`src/rtl/proce_pkg.sv`:
```
// Shared defaults and the fetch state encoding for the
// instruction-fetch front end.
package proce_pkg;

  localparam int IW_D       = 8;
  localparam int AW_D       = 8;
  localparam int DEPTH_D    = 4;
  localparam int RESET_PC_D = 0;

  typedef enum logic [1:0] {
    IDLE  = 2'd0,
    RUN   = 2'd1,
    FLUSH = 2'd2
  } fetch_state_e;

endpackage

```
`src/rtl/proce_fetch_fifo.sv`:
```
// Prefetch buffer: registered synchronous FIFO with clear and
// occupancy; head reads as zero while empty.
module proce_fetch_fifo #(
  parameter int WIDTH = 16,
  parameter int DEPTH = 4
) (
  input  logic                       clk,
  input  logic                       rst_n,
  input  logic                       clear,
  input  logic                       push,
  input  logic [WIDTH-1:0]           wdata,
  input  logic                       pop,
  output logic [WIDTH-1:0]           rdata,
  output logic                       full,
  output logic                       empty,
  output logic [$clog2(DEPTH):0]     count
);

  localparam int PW = $clog2(DEPTH);
  localparam int CW = PW + 1;

  logic [WIDTH-1:0] mem [DEPTH];
  logic [PW-1:0]    wptr;
  logic [PW-1:0]    rptr;
  logic [CW-1:0]    cnt;
  logic             do_push;
  logic             do_pop;

  assign full    = (cnt == CW'(DEPTH));
  assign empty   = (cnt == '0);
  assign count   = cnt;
  assign do_push = push & ~full;
  assign do_pop  = pop & ~empty;
  assign rdata   = empty ? '0 : mem[rptr];

  always_ff @(posedge clk or negedge rst_n) begin
    if (!rst_n) begin
      wptr <= '0;
      rptr <= '0;
      cnt  <= '0;
    end else if (clear) begin
      wptr <= '0;
      rptr <= '0;
      cnt  <= '0;
    end else begin
      if (do_push) wptr <= wptr + PW'(1);
      if (do_pop)  rptr <= rptr + PW'(1);
      cnt <= cnt + CW'(do_push) - CW'(do_pop);
    end
  end

  // Storage needs no reset: the head is masked while empty.
  always_ff @(posedge clk) begin
    if (do_push && !clear) mem[wptr] <= wdata;
  end

endmodule

```
`src/rtl/proce_fetch_unit.sv`:
```
// Instruction-fetch front end: PC, credit-based memory requests,
// prefetch buffer and branch redirect with in-flight drop.
module proce_fetch_unit
  import proce_pkg::*;
#(
  parameter int IW       = IW_D,
  parameter int AW       = AW_D,
  parameter int DEPTH    = DEPTH_D,
  parameter int RESET_PC = RESET_PC_D
) (
  input  logic          clk,
  input  logic          rst_n,
  input  logic          fetch_en,
  output logic          imem_req,
  output logic [AW-1:0] imem_addr,
  input  logic          imem_ready,
  input  logic          imem_rvalid,
  input  logic [IW-1:0] imem_rdata,
  output logic          ins_valid,
  output logic [IW-1:0] ins_data,
  output logic [AW-1:0] ins_pc,
  input  logic          ins_ready,
  input  logic          redirect,
  input  logic [AW-1:0] redirect_pc
);

  localparam int CW = $clog2(DEPTH) + 1;

  fetch_state_e state;
  fetch_state_e state_nxt;

  logic [AW-1:0]    pc;
  logic [AW-1:0]    resp_pc;
  logic [CW-1:0]    outstanding;
  logic [CW-1:0]    drop;
  logic [CW-1:0]    out_nxt;
  logic [CW-1:0]    drop_nxt;
  logic [CW-1:0]    occ;
  logic [CW:0]      inflight;
  logic             credit_ok;
  logic             flushing;
  logic             accept;
  logic             rsp;
  logic             push;
  logic             pop;
  logic             fifo_full;
  logic             fifo_empty;
  logic [AW+IW-1:0] head;

  // Buffered plus in-flight never exceeds the buffer size.
  assign inflight  = {1'b0, occ} + {1'b0, outstanding};
  assign credit_ok = (inflight < (CW+1)'(DEPTH));

  assign accept = imem_req & imem_ready;
  assign rsp    = imem_rvalid & (outstanding != '0);
  assign push   = rsp & ~flushing & ~redirect & ~fifo_full;
  assign pop    = ins_valid & ins_ready;

  assign imem_addr        = pc;
  assign ins_valid        = ~fifo_empty;
  assign {ins_pc, ins_data} = head;

  always_comb begin
    out_nxt = outstanding + CW'(accept) - CW'(rsp);
  end

  always_comb begin
    drop_nxt = drop;
    if (redirect) begin
      drop_nxt = out_nxt;
    end else if (rsp && flushing) begin
      drop_nxt = drop - CW'(1);
    end
  end

  always_ff @(posedge clk or negedge rst_n) begin
    if (!rst_n) begin
      state <= IDLE;
    end else begin
      state <= state_nxt;
    end
  end

  always_comb begin
    state_nxt = state;
    unique case (state)
      IDLE: begin
        if (drop_nxt != '0) state_nxt = FLUSH;
        else if (fetch_en)  state_nxt = RUN;
      end
      RUN: begin
        if (drop_nxt != '0) state_nxt = FLUSH;
        else if (!fetch_en) state_nxt = IDLE;
      end
      FLUSH: begin
        if (drop_nxt == '0) state_nxt = fetch_en ? RUN : IDLE;
      end
      default: state_nxt = IDLE;
    endcase
  end

  always_comb begin
    flushing = (state == FLUSH);
    imem_req = fetch_en & ~redirect & credit_ok;
  end

  always_ff @(posedge clk or negedge rst_n) begin
    if (!rst_n) begin
      pc          <= AW'(RESET_PC);
      resp_pc     <= AW'(RESET_PC);
      outstanding <= '0;
      drop        <= '0;
    end else begin
      outstanding <= out_nxt;
      drop        <= drop_nxt;
      if (redirect) begin
        pc      <= redirect_pc;
        resp_pc <= redirect_pc;
      end else begin
        if (accept) pc      <= pc + AW'(1);
        if (push)   resp_pc <= resp_pc + AW'(1);
      end
    end
  end

  proce_fetch_fifo #(
    .WIDTH (AW + IW),
    .DEPTH (DEPTH)
  ) u_fifo (
    .clk   (clk),
    .rst_n (rst_n),
    .clear (redirect),
    .push  (push),
    .wdata ({resp_pc, imem_rdata}),
    .pop   (pop),
    .rdata (head),
    .full  (fifo_full),
    .empty (fifo_empty),
    .count (occ)
  );

endmodule
```
`config.mk`:
```
export PLATFORM = sky130hd
export DESIGN_NAME = proce_fetch_unit
export DESIGN_NICKNAME = d
export VERILOG_FILES = /design/src/rtl/proce_pkg.sv /design/src/rtl/proce_fetch_fifo.sv /design/src/rtl/proce_fetch_unit.sv
export SDC_FILE = /design/constraint.sdc
export NUM_CORES = 1
export LEC_CHECK = 0
export CAP_MARGIN = 20
export CORE_MARGIN = 2
export CORE_UTILIZATION = 39
export CTS_BUF_LIST = sky130_fd_sc_hd__clkbuf_2
export CTS_CLUSTER_DIAMETER = 30
export DETAILED_ROUTE_END_ITERATION = 10
export PLACE_DENSITY_LB_ADDON = 0.2
export SLEW_MARGIN = 30
export SYNTH_ARGS = -nofsm -noshare
export SYNTH_HDL_FRONTEND = slang
export SYNTH_HIERARCHICAL = 1
export SYNTH_SLANG_ARGS = --single-unit
```
`constraint.sdc`:
```
create_clock -name clk -period 4.18 [get_ports clk]
set_input_delay 0.836 -clock clk [delete_from_list [all_inputs] [get_ports clk]]
set_output_delay 0.836 -clock clk [all_outputs]
set_load 0.01 [all_outputs]
```
==> results.yml <==
clock_tree:
  clkLatencyLatePin_ns: 0.53
  clockBufferDepth: 2
  htreeDepth: 3
  cts_resized: 0
  path_clk_slew_ns: 0.27
  cts_hold_buf: 0
  cts_setup_buffers: 0
  cts_buffers: 9
  cts_root_buf: "clkbuf_2"
  cts_tree: "done"
  numClockSinks: 95
power_and_ir_drop:
  p_per_area_nw_per_um2: 403
  fin_total_pwr_mw: 2.10
  sequentialPowerShare_pct: 55.2
  swShare_pct: 30.4
  leakage_nw: 1.92
  clkPwrFrac_pct: 21.5
  internal_power_mw: 1.46
  switching_power_mw: 0.639
  p_comb_share_pct: 23.3
  irDropWorstVdd_mv: 0.285
critical_path:
  endpoint_kind: "primary output"
  critPathLaunchType: "register"
  cp_data_arrival_time_ns: 2.54
  cp.required_ns: 3.34
  r2r_end: "state[1]"
  reg2regPathDepth: 12
  rr_startpoint: "u_fifo/count[2]"
  r2r_setup_slack_ns: 0.85
  path_class: "register to primary output"
  path_max_fanout: 5
synthesis:
  synthTopCellsByArea: "edfxtp_1 44%, dfrtp_1 18%, mux4_1 4.8%"
  avgSynthCellArea_um2: 15.2
  yosysWarningCount: 6
  yosys.area.top_type: "edfxtp_1"
  ys.flop_type: "edfxtp_1"
  synthesis.area_um2: 4410
  synth_commonest_cells: "64 x edfxtp_1, 31 x dfrtp_1, 16 x inv_1, 15 x nand2_1, 13 x ha_1"
  synth.distinct_cells: 52
  synth_top_area_share_pct: 43.5
  synthesis.nets: 328
  netlist_instances: 290
  seq_area_frac_synth_pct: 61.1
  ys_ff_latch: 95
  async_reset_ff_share_pct: 32.6
  synth-edff-count: 64
  synth.most_common_cell: "edfxtp_1"
die:
  die_area_um2: 12200
  core-area_um2: 10900
  rows: 38
  chipHeight_um: 110
  start_util_pct: 40.4
  die_w_um: 110
  num_io_pins: 49
global_routing:
  grt_use_total_pct: 14.8
  antenna_found_initial: 0
  grt_pass1_vias: 2637
  busiest_layer: "met2"
  gr-total-overflow: 0
  grt_pass1_wl_mm: 13.5
  grt_max_degree: 32
  met2_usage_pct: 24.7
  met3_usage_pct: 2.35
  use_met1_pct: 20.0
cells_and_area:
  drive_above_1_share_pct: 15.0
  layout.nets: 388
  n_antenna_cell: 0
  synthToLayoutAreaGrowth_pct: 17.9
sta:
  timing.setup.tns_ns: 0
  hold_viol: 0
  hold-worst-slack_ns: 0.589
  setup_viol: 0
  slew_violations: 0
  min_period_ns: 3.37
  timing.fmax_mhz: 296
  worst_slew_pin_slew_ns: 0.780
  grt_setup_unrepaired: "no"
  relSlewSlack_pct: 48.0
  finalCritPeriodShare_pct: 80.7
  finClkSkew_ns: 0.0228
detailed_routing:
  via_per_inst: 5.28
  wirelength_mm: 8.26
  dr.pass1.iters: 4
  drtAntennaViolNets: 0
  wl_per_cell_um: 16.7
  dr.first_iter.drc_count: 118
  drc: 0
  dr_total_vias: 2608
min_path:
  min_to: "imem_addr[7]"
  hold_path_class: "register to register"
  hp-start: "imem_addr[7]"
  holdPathStages: 1
place:
  place.gp.congestion: 0.774
  post-dp-hpwl_mm: 5.52
  portBuffers: 48
job:
  maxCapViolCount: 0
run_status:
  status: "finished clean"
## metrics by stage
stage	instance area [µm²]	worst slack, ns	cells	utilization, %
2_1_floorplan	4410	0.836	290	-
4_1_cts	5200	0.735	494	47.6
6_report	5200	0.807	494	47.6
3_3_place_gp	5090	0.472	479	46.5
5_1_grt	5200	0.641	494	47.6
3_5_place_dp	5090	0.374	479	46.5
## worst max path at each step
stage	start	to	slack, ns	cells after the start
detailed placement	fetch_en	state[1]	0.37	12
global route	u_fifo/count[1]	imem_req	0.64	4
finish	u_fifo/count[2]	imem_req	0.81	4
floorplan	fetch_en	state[1]	0.84	12
CTS	u_fifo/count[1]	imem_req	0.73	4
global placement	fetch_en	state[1]	0.47	12
## cells by family after synthesis
logic type | synth area share [%]
AO/OA/AOI/OAI | 6.12
buffers and inverters | 3.01
XOR/XNOR | 1.79
flip-flops | 61.1
AND/OR/NAND/NOR | 13.2
multiplexers | 10.1
adder cells (fa/ha/maj) | 4.59
## registers in the layout, indices dropped and copies added (netlist names)
register      flops
state             2
imem_addr         8
drop              3
outstanding       3
u_fifo/wptr       2
u_fifo/mem       64
u_fifo/rptr       2
resp_pc           8
u_fifo/count      3
## power groups by stage
stage / registers, mW / logic (mW) / clock network, mW
global placement: 1.18 / 0.485 / 0
global route: 1.17 / 0.544 / 0.498
CTS: 1.16 / 0.496 / 0.462
detailed placement: 1.18 / 0.494 / 0
finish: 1.16 / 0.489 / 0.451
floorplan: 1.16 / 0.317 / 0
## cell usage in the layout (no fill, tap or decap), drive strengths merged, types with 7 or more instances in the layout
cell,Yosys,routed
clkdlybuf4s50,0,48
clkbuf,4,9
and3,7,7
nand2,15,15
dfrtp,31,31
ha,13,13
buf,6,11
inv,17,19
o21ai,9,9
nor2,11,11
mux4,16,16
edfxtp,64,64
nor2b,17,17
nand3,9,9
## worst max-delay path, cell delays in order (launching register included)
cell,delay [ns]
dfrtp_1,0.54
ha_1,0.36
nor4b_4,0.36
and3_1,0.22
clkdlybuf4s50_1,0.53
## area by class of cell
class | instances | area (µm²)
fillers | 981 | 5730
flip-flops and latches | 95 | 2700
multi-input cells | 168 | 1590
repair buffers | 59 | 563
well taps | 140 | 175
clock inverters | 6 | 70.1
inverters | 17 | 63.8
clock buffers | 9 | 45.0
## layer usage
metal  part of all wire [%]  up-vias
li1                       -     1229
met1                     48     1322
met2                     48       49
met3                    2.8        8
met4                    1.0        0
met5                      0        -
(Power assumes the default switching activity.)
